**src/rtl/uart_tx_scheduler_if.sv**
```systemverilog
// rtl/uart_tx_scheduler_if.sv - request, status and uart_tx handshake bundle for uart_tx_scheduler
interface uart_tx_scheduler_if;
  logic       echo_valid;
  logic [7:0] echo_data;
  logic       result_valid;
  logic [3:0] result_label;
  logic       tx_done_tick;
  logic       tx_start;
  logic [7:0] tx_data;
  logic       busy;
  logic       echo_full;
  logic       result_ready;
  logic       echo_overflow;
  logic       result_overflow;

  modport master (
    output echo_valid, echo_data, result_valid, result_label, tx_done_tick,
    input  tx_start, tx_data, busy, echo_full, result_ready, echo_overflow, result_overflow
  );

  modport slave (
    input  echo_valid, echo_data, result_valid, result_label, tx_done_tick,
    output tx_start, tx_data, busy, echo_full, result_ready, echo_overflow, result_overflow
  );
endinterface

```
**src/rtl/uart_tx_scheduler.sv**
```systemverilog
// rtl/uart_tx_scheduler.sv - shares one uart_tx between buffered echo bytes and 3-byte result messages
module uart_tx_scheduler #(
  parameter int ECHO_DEPTH = 4
) (
  input logic                clk,
  input logic                reset,
  uart_tx_scheduler_if.slave bus
);
  localparam int AW = (ECHO_DEPTH > 1) ? $clog2(ECHO_DEPTH) : 1;
  localparam int CW = AW + 1;
  localparam logic [CW-1:0] FULL_COUNT = CW'(ECHO_DEPTH);
  localparam logic GRANT_ECHO   = 1'b0;
  localparam logic GRANT_RESULT = 1'b1;

  typedef enum logic [1:0] {ARB, SEND, WAIT} state_t;

  state_t        state;
  logic [7:0]    mem [ECHO_DEPTH];
  logic [AW-1:0] wr_ptr;
  logic [AW-1:0] rd_ptr;
  logic [CW-1:0] count;
  logic [CW-1:0] count_next;
  logic          last_grant;
  logic [1:0]    byte_idx;
  logic [3:0]    label;
  logic          result_pending;

  logic          tx_start_q;
  logic [7:0]    tx_data_q;
  logic          busy_q;
  logic          echo_full_q;
  logic          result_ready_q;
  logic          echo_ovf_q;
  logic          result_ovf_q;

  logic          grant_echo;
  logic          grant_result;
  logic          push;

  function automatic logic [7:0] msg_byte(input logic [3:0] lbl, input logic [1:0] idx);
    logic [7:0] b;
    case (idx)
      2'd0:    b = (lbl <= 4'd9) ? (8'h30 + {4'h0, lbl}) : 8'h3F;
      2'd1:    b = 8'h0D;
      default: b = 8'h0A;
    endcase
    return b;
  endfunction

  // Round robin only matters on a tie; otherwise the single pending source wins.
  always_comb begin
    grant_echo   = 1'b0;
    grant_result = 1'b0;
    if (state == ARB) begin
      if ((count != '0) && result_pending) begin
        grant_echo   = (last_grant == GRANT_RESULT);
        grant_result = (last_grant == GRANT_ECHO);
      end else begin
        grant_echo   = (count != '0);
        grant_result = result_pending;
      end
    end
    push       = bus.echo_valid && ((count != FULL_COUNT) || grant_echo);
    count_next = count + CW'(push) - CW'(grant_echo);
  end

  always_ff @(posedge clk) begin
    if (reset) begin
      state          <= ARB;
      wr_ptr         <= '0;
      rd_ptr         <= '0;
      count          <= '0;
      last_grant     <= GRANT_RESULT;
      byte_idx       <= '0;
      label          <= '0;
      result_pending <= 1'b0;
      tx_start_q     <= 1'b0;
      tx_data_q      <= '0;
      busy_q         <= 1'b0;
      echo_full_q    <= 1'b0;
      result_ready_q <= 1'b1;
      echo_ovf_q     <= 1'b0;
      result_ovf_q   <= 1'b0;
    end else begin
      if (push) begin
        mem[wr_ptr] <= bus.echo_data;
        wr_ptr      <= wr_ptr + 1'b1;
      end
      if (grant_echo) begin
        rd_ptr <= rd_ptr + 1'b1;
      end
      count       <= count_next;
      echo_full_q <= (count_next == FULL_COUNT);
      if (bus.echo_valid && !push) begin
        echo_ovf_q <= 1'b1;
      end

      // The slot stays owned until the LF completes, so a strobe during the message is dropped.
      if (bus.result_valid) begin
        if (result_ready_q) begin
          label          <= bus.result_label;
          result_pending <= 1'b1;
          result_ready_q <= 1'b0;
        end else begin
          result_ovf_q <= 1'b1;
        end
      end

      case (state)
        ARB: begin
          if (grant_echo) begin
            tx_data_q  <= mem[rd_ptr];
            last_grant <= GRANT_ECHO;
            tx_start_q <= 1'b1;
            busy_q     <= 1'b1;
            state      <= SEND;
          end else if (grant_result) begin
            tx_data_q      <= msg_byte(label, 2'd0);
            byte_idx       <= 2'd0;
            result_pending <= 1'b0;
            last_grant     <= GRANT_RESULT;
            tx_start_q     <= 1'b1;
            busy_q         <= 1'b1;
            state          <= SEND;
          end
        end
        SEND: begin
          tx_start_q <= 1'b0;
          state      <= WAIT;
        end
        WAIT: begin
          if (bus.tx_done_tick) begin
            if ((last_grant == GRANT_ECHO) || (byte_idx == 2'd2)) begin
              if (last_grant == GRANT_RESULT) begin
                result_ready_q <= 1'b1;
              end
              busy_q <= 1'b0;
              state  <= ARB;
            end else begin
              byte_idx   <= byte_idx + 2'd1;
              tx_data_q  <= msg_byte(label, byte_idx + 2'd1);
              tx_start_q <= 1'b1;
              state      <= SEND;
            end
          end
        end
        default: begin
          tx_start_q <= 1'b0;
          busy_q     <= 1'b0;
          state      <= ARB;
        end
      endcase
    end
  end

  assign bus.tx_start        = tx_start_q;
  assign bus.tx_data         = tx_data_q;
  assign bus.busy            = busy_q;
  assign bus.echo_full       = echo_full_q;
  assign bus.result_ready    = result_ready_q;
  assign bus.echo_overflow   = echo_ovf_q;
  assign bus.result_overflow = result_ovf_q;
endmodule

```
**src/flat_wrapper.sv**
```systemverilog
// flat-port wrapper written by rule: the top's interface ports become plain ports
module uart_tx_scheduler_flat 
#(
  parameter int ECHO_DEPTH = 4
)
  (clk, reset, bus_echo_valid, bus_echo_data, bus_result_valid, bus_result_label, bus_tx_done_tick, bus_tx_start, bus_tx_data, bus_busy, bus_echo_full, bus_result_ready, bus_echo_overflow, bus_result_overflow);
  uart_tx_scheduler_if bus_i ();
  input logic clk;
  input logic reset;
  input wire logic [$bits(bus_i.echo_valid)-1:0] bus_echo_valid;
  input wire logic [$bits(bus_i.echo_data)-1:0] bus_echo_data;
  input wire logic [$bits(bus_i.result_valid)-1:0] bus_result_valid;
  input wire logic [$bits(bus_i.result_label)-1:0] bus_result_label;
  input wire logic [$bits(bus_i.tx_done_tick)-1:0] bus_tx_done_tick;
  output wire logic [$bits(bus_i.tx_start)-1:0] bus_tx_start;
  output wire logic [$bits(bus_i.tx_data)-1:0] bus_tx_data;
  output wire logic [$bits(bus_i.busy)-1:0] bus_busy;
  output wire logic [$bits(bus_i.echo_full)-1:0] bus_echo_full;
  output wire logic [$bits(bus_i.result_ready)-1:0] bus_result_ready;
  output wire logic [$bits(bus_i.echo_overflow)-1:0] bus_echo_overflow;
  output wire logic [$bits(bus_i.result_overflow)-1:0] bus_result_overflow;
  assign bus_i.echo_valid = bus_echo_valid;
  assign bus_i.echo_data = bus_echo_data;
  assign bus_i.result_valid = bus_result_valid;
  assign bus_i.result_label = bus_result_label;
  assign bus_i.tx_done_tick = bus_tx_done_tick;
  assign bus_tx_start = bus_i.tx_start;
  assign bus_tx_data = bus_i.tx_data;
  assign bus_busy = bus_i.busy;
  assign bus_echo_full = bus_i.echo_full;
  assign bus_result_ready = bus_i.result_ready;
  assign bus_echo_overflow = bus_i.echo_overflow;
  assign bus_result_overflow = bus_i.result_overflow;
  uart_tx_scheduler #(.ECHO_DEPTH(ECHO_DEPTH)) u_core (.clk(clk), .reset(reset), .bus(bus_i));
endmodule
```
**config.mk**
```make
export PLATFORM = sky130hd
export DESIGN_NAME = uart_tx_scheduler_flat
export DESIGN_NICKNAME = d
export VERILOG_FILES = /design/src/rtl/uart_tx_scheduler_if.sv /design/src/rtl/uart_tx_scheduler.sv /design/src/flat_wrapper.sv
export SDC_FILE = /design/constraint.sdc
export NUM_CORES = 1
export LEC_CHECK = 0
export CORE_UTILIZATION = 50
export DETAILED_ROUTE_END_ITERATION = 6
export DONT_BUFFER_PORTS = 1
export HOLD_SLACK_MARGIN = 0.06
export SYNTH_ARGS = -nofsm -noshare
export SYNTH_HDL_FRONTEND = slang
export SYNTH_SLANG_ARGS = --single-unit
```
**constraint.sdc**
```tcl
create_clock -name clk -period 3.05 [get_ports clk]
set_clock_uncertainty 0.2 [all_clocks]
set_input_delay 0.61 -clock clk [delete_from_list [all_inputs] [get_ports clk]]
set_output_delay 0.61 -clock clk [all_outputs]
set_load 0.1 [all_outputs]
```
==> results.cfg, run 1 <==
[yosys]
syn_nets = 255
synth.largest_area_cell = edfxtp_1
yosysMostFrequentCell = dfxtp_1
async_flop_share_pct = 0
synthTopCellsByCount = dfxtp_1 (33), edfxtp_1 (32), nor2_1 (20)
ys_seq_elements = 65
synth_top_cell_area_share_pct = 34.5
syn_area_mm2 = 0.00278
synth_area_leaders = edfxtp_1 (35%), dfxtp_1 (24%), mux4_2 (6.5%), ha_1 (4.0%), a21oi_1 (3.4%)
ys_seq_area_share_pct = 58.3
yosysWarnings = 0
synth_edf_count = 32
syn_avg_cell_area_um2 = 12.2
ys.flop_type = dfxtp_1
netlist_instances = 228
yosysUniqueCellTypes = 43

[routing]
drtIter0Drc = 91
vias = 1802
dr.pass1.iters = 5
avgViaCountPerCell = 5.70
wl_per_cell_um = 16.5
ant_nets = 0
drc = 0
wl_um = 5210

[sta]
fin_ws_ns = 0.224
fmax_mhz = 354
period_minus_slack_ns = 2.83
setup_viol = 0
rsz0062_at_grt = false
maxSlewHeadroom_pct = 33.5
tightest_slew_ns = 0.996
min_period_over_period_pct = 92.7
hold_violations = 0
slew_viol_final = 0
fin_setup_tns_ns = 0

[worst_setup_path]
crit_required_ns = 3.13
path_max_fanout = 6
reg2reg_slack_ns = 0.22
critPathKind = reg2reg
critPathCaptureType = flop
startpoint_type = flop
cp_data_arrival_time_ns = 2.91

[layout]
final_core_util_pct = 59.2
drive_gt1_share_pct = 16.3
diodes = 0
design_area_mm2 = 0.00310
area_delta_synth_final_pct = 11.5
nNetsFinal = 268

[grt]
first_global_vias = 1806
grt_pass1_wl_um = 8870
antenna_found_initial = 0
grt_use_total_pct = 20.3
grt_max_degree = 35
grt-ovfl-total = 0

[clocking]
clock_sinks = 65
htree_num_levels = 3
postCtsSetupRepairBufs = 0
clkTransAtPathRegs_ns = 0.07
cts_hold_buf = 0
cts_tree = built
cts_made_buffers = 9
cts_root_buf = clkbuf_8
clock_latency_ns = 0.34
clockBufferDepth = 2
cts_resized = 0

[floorplanning]
dieWidth_um = 76.6
core_area_mm2 = 0.00524
dieArea_mm2 = 0.00587
start_util_pct = 53.1
ios = 31
core.rowCount = 26
die_y_um = 76.6

[placed_design]
placed_cell_area_mm2 = 0.00292
post-place-ws_ns = 0.225
dp_hpwl_um = 3640
io_buffers = 0
gp_congestion = 0.783

[power_and_ir_drop]
p_leak_nw = 1.13
ir_drop_uv = 402
powerDensity_mw_per_mm2 = 1010

[worst_hold_path]
hp-class = in2reg

[status]
status = finished clean

[job]
cap_viol_max_count = 0
cells by family (layout without fill, tap and decap cells):
group	count (synthesis)	in the layout	share of synthesized area (%)
buf+inv	25	43	3.55
simple gates	66	66	12.8
fa+ha+maj	10	10	4.77
compound gates	48	48	12.1
xor+xnor	3	3	0.944
flops	65	65	58.3
mux	11	11	7.60
layout make-up:
type / instances / area (um^2)
Timing Repair Buffer: 11 / 82.6
Multi-Input combinational cell: 138 / 1060
Fill cell: 425 / 2140
Clock inverter: 7 / 61.3
Inverter: 16 / 62.6
Clock buffer: 9 / 124
Sequential cell: 65 / 1620
Tap cell: 70 / 87.6
per-layer routing:
metal  up-vias  share of wire (%)  global-route usage [%]
li1        876                  -                       -
met1       860                 44                    24.5
met2        47                 47                    31.0
met3        19                5.6                    6.59
met4         0                3.6                    13.3
met5         -                  0                       0
worst max-delay path, stage by stage (launching register included):
cell	delay, ns
dfxtp_1	0.39
or3_4	0.42
nand3_4	0.15
inv_4	0.06
ha_1	0.28
inv_1	0.06
ha_1	0.14
inv_1	0.05
fa_1	0.37
xor2_1	0.16
and2_1	0.16
nor3_1	0.15
and3b_1	0.18
placed cells by master (no fill, tap or decap), types with 3 or more instances in the layout:
cell type	count
a21oi_1	19
a22oi_1	4
a311oi_1	3
buf_4	11
clkbuf_8	9
clkinv_2	4
dfxtp_1	33
edfxtp_1	32
ha_1	9
inv_1	15
mux4_2	8
nand2_1	8
nand2b_1	4
nand3_1	7
nand4_1	3
nor2_1	20
nor2b_1	5
nor3_1	6
nor3b_1	4
o21ai_0	8
power by group:
group | switching [mW] | internal (mW)
logic | 0.494 | 0.399
registers | 0.495 | 1.05
clock network | 0.317 | 0.368
total | 1.31 | 1.82
per-stage QoR:
step	total power, mW	hold WS (ns)	std cells
after floorplan	2.24	0.236	228
after global placement	2.44	0.245	300
after detailed placement	2.46	0.251	300
after CTS	3.15	0.117	316
after global routing	3.31	0.110	316
final	3.13	0.130	316
sequential cells by signal (all words and copies together) (netlist names), 2 cells and up, named ones only:
signal,flops
u_core.rd_ptr,2
u_core.mem,32
u_core.byte_idx,2
u_core.bus.tx_data,8
u_core.label,4
u_core.wr_ptr,2
u_core.state,2
u_core.count,3
worst paths after layout:
| check | to | startpoint | depth (start not counted) |
|---|---|---|---|
| worst min-delay path | u_core.bus.busy | reset | 1 |
| worst max register to register | u_core.bus.echo_full | u_core.count[1] | 12 |
| worst max-delay path | u_core.bus.echo_full | u_core.count[1] | 12 |
| worst min register to register | u_core.label[0] | u_core.label[0] | 2 |
Power figures use the tool's default switching activity.
==> run 2: changes to the inputs <==
- CELL_PAD_IN_SITES_DETAIL_PLACEMENT: unset -> 0
- CELL_PAD_IN_SITES_GLOBAL_PLACEMENT: unset -> 1
- PLACE_DENSITY_LB_ADDON: unset -> 0.1
==> results.cfg, run 2 (synthesis results as in run 1) <==
[worst_hold_path]
whs_endpoint = u_core.bus.busy
hp-class = in2reg
holdCritStartpoint = reset
whs_path_depth = 1

[worst_setup_path]
timing.rr.start = u_core.count[2]
startpoint_type = flop
cp_data_arrival_time_ns = 2.90
rr_worst_depth = 12
critPathKind = reg2reg
critPathCaptureType = flop
crit_required_ns = 3.14
path_max_fanout = 7
reg2reg_slack_ns = 0.24
r2r-end = u_core.bus.echo_full

[layout]
final_core_util_pct = 59.4
diodes = 0
largest-register = u_core.mem
nNetsFinal = 267
layout_commonest_cell = dfxtp_1
largest_reg_flops = 32
drive_gt1_share_pct = 16.3
final_cell_mix = dfxtp_1 (33), edfxtp_1 (32), nor2_1 (20)
area_delta_synth_final_pct = 11.7

[clocking]
cts_made_buffers = 9
clockBufferDepth = 2
clock_sinks = 65
cts_root_buf = clkbuf_8
htree_num_levels = 3
clkTransAtPathRegs_ns = 0.07
clock_latency_ns = 0.34
cts_hold_buf = 0
cts_tree = built

[sta]
hold_violations = 0
setup_viol = 0
min_period_over_period_pct = 92.2
rsz0062_at_grt = false
fin_setup_tns_ns = 0
fin_ws_ns = 0.239
maxSlewHeadroom_pct = 32.1
slew_viol_final = 0
fmax_mhz = 356
tightest_slew_ns = 1.02
period_minus_slack_ns = 2.81

[routing]
dr.pass1.iters = 4
avgViaCountPerCell = 5.64
met1_length_um = 2230
ant_nets = 0
topRoutingLayerUsed = met4
wl_met2_um = 2660
wl_met3_um = 264
drtIter0Drc = 66
wl_per_cell_um = 16.6
vias = 1777
drc = 0
wl_um = 5220

[floorplanning]
dieWidth_um = 76.6
die_y_um = 76.6
dieArea_mm2 = 0.00587
start_util_pct = 53.1
core.rowCount = 26
core_area_mm2 = 0.00524
ios = 31

[placed_design]
dp_hpwl_um = 3670
post-place-ws_ns = 0.218
gp_congestion = 0.835
io_buffers = 0

[grt]
grt_use_total_pct = 20.5
grt-ovfl-total = 0
antenna_found_initial = 0
first_global_vias = 1854
grt_max_degree = 35
grt_pass1_wl_um = 8960

[power_and_ir_drop]
powerDensity_mw_per_mm2 = 1010
ir_drop_uv = 524
p_leak_nw = 1.12

[job]
cap_viol_max_count = 0

[status]
status = finished clean
==> run 2: cell types whose count changed in the layout (fill, tap and decap cells not counted) <==
cell        previous run  this run
buf_4                 11        10
nor3_2                 0         1
nor3_1                 6         5
clkinv_2               4         1
clkinvlp_4             1         2
clkinv_4               0         2
==> run 2: worst max path at each step <==
stage,from,to,slack (ns),cells after the start
3_5_place_dp,u_core.count[2],u_core.bus.echo_full,0.22,12
3_3_place_gp,u_core.count[2],u_core.bus.echo_full,0.30,12
2_1_floorplan,u_core.count[1],u_core.bus.echo_full,0.40,12
6_report,u_core.count[2],u_core.bus.echo_full,0.24,12
4_1_cts,u_core.count[2],u_core.bus.echo_full,0.18,12
5_1_grt,u_core.count[2],u_core.bus.echo_full,0.07,12
==> run 2: metrics by stage <==
stage,hold slack (ns),instances,area (um^2),power (mW)
after floorplan,0.236,228,2780,2.24
after global placement,0.246,299,2910,2.44
after detailed placement,0.250,299,2910,2.46
after CTS,0.106,315,3100,3.18
after global routing,0.105,315,3110,3.35
final,0.131,315,3110,3.16
==> run 2: timing repair <==
item / 4_1_cts / 5_1_grt
gates resized for setup: 0 / 1
buffers inserted: 0 / 0
setup endpoints to repair: 0 / 1
==> run 2: power by group <==
| group | switching (mW) | leakage, nW | internal (mW) |
|---|---|---|---|
| Sequential | 0.542 | 0.563 | 1.05 |
| Clock | 0.329 | 0.0929 | 0.375 |
| Combinational | 0.453 | 0.464 | 0.403 |
| Total | 1.32 | 1.12 | 1.83 |
==> run 2: layer usage <==
layer | GRT usage (%) | vias to the layer above
met3 | 8.02 | 7
met4 | 7.88 | 0
met1 | 23.7 | 855
met2 | 34.1 | 43
met5 | 0 | -
li1 | - | 872
==> run 2: critical path, cell delays in order, from the launching register on <==
cell and delay, ns:
dfxtp_1 0.37, or3_4 0.44, nand3_4 0.16, inv_4 0.06, ha_1 0.29, inv_1 0.06
ha_1 0.14, inv_1 0.05, fa_1 0.37, xor2_1 0.16, and2_1 0.17, nor3_2 0.12
and3b_1 0.17
==> run 2: layout make-up <==
| type | instances | area [um^2] |
|---|---|---|
| clock buffers | 9 | 124 |
| fillers | 439 | 2130 |
| flip-flops and latches | 65 | 1620 |
| multi-input cells | 138 | 1070 |
| repair buffers | 10 | 75.1 |
| well taps | 70 | 87.6 |
| inverters | 16 | 62.6 |
| clock inverters | 7 | 71.3 |
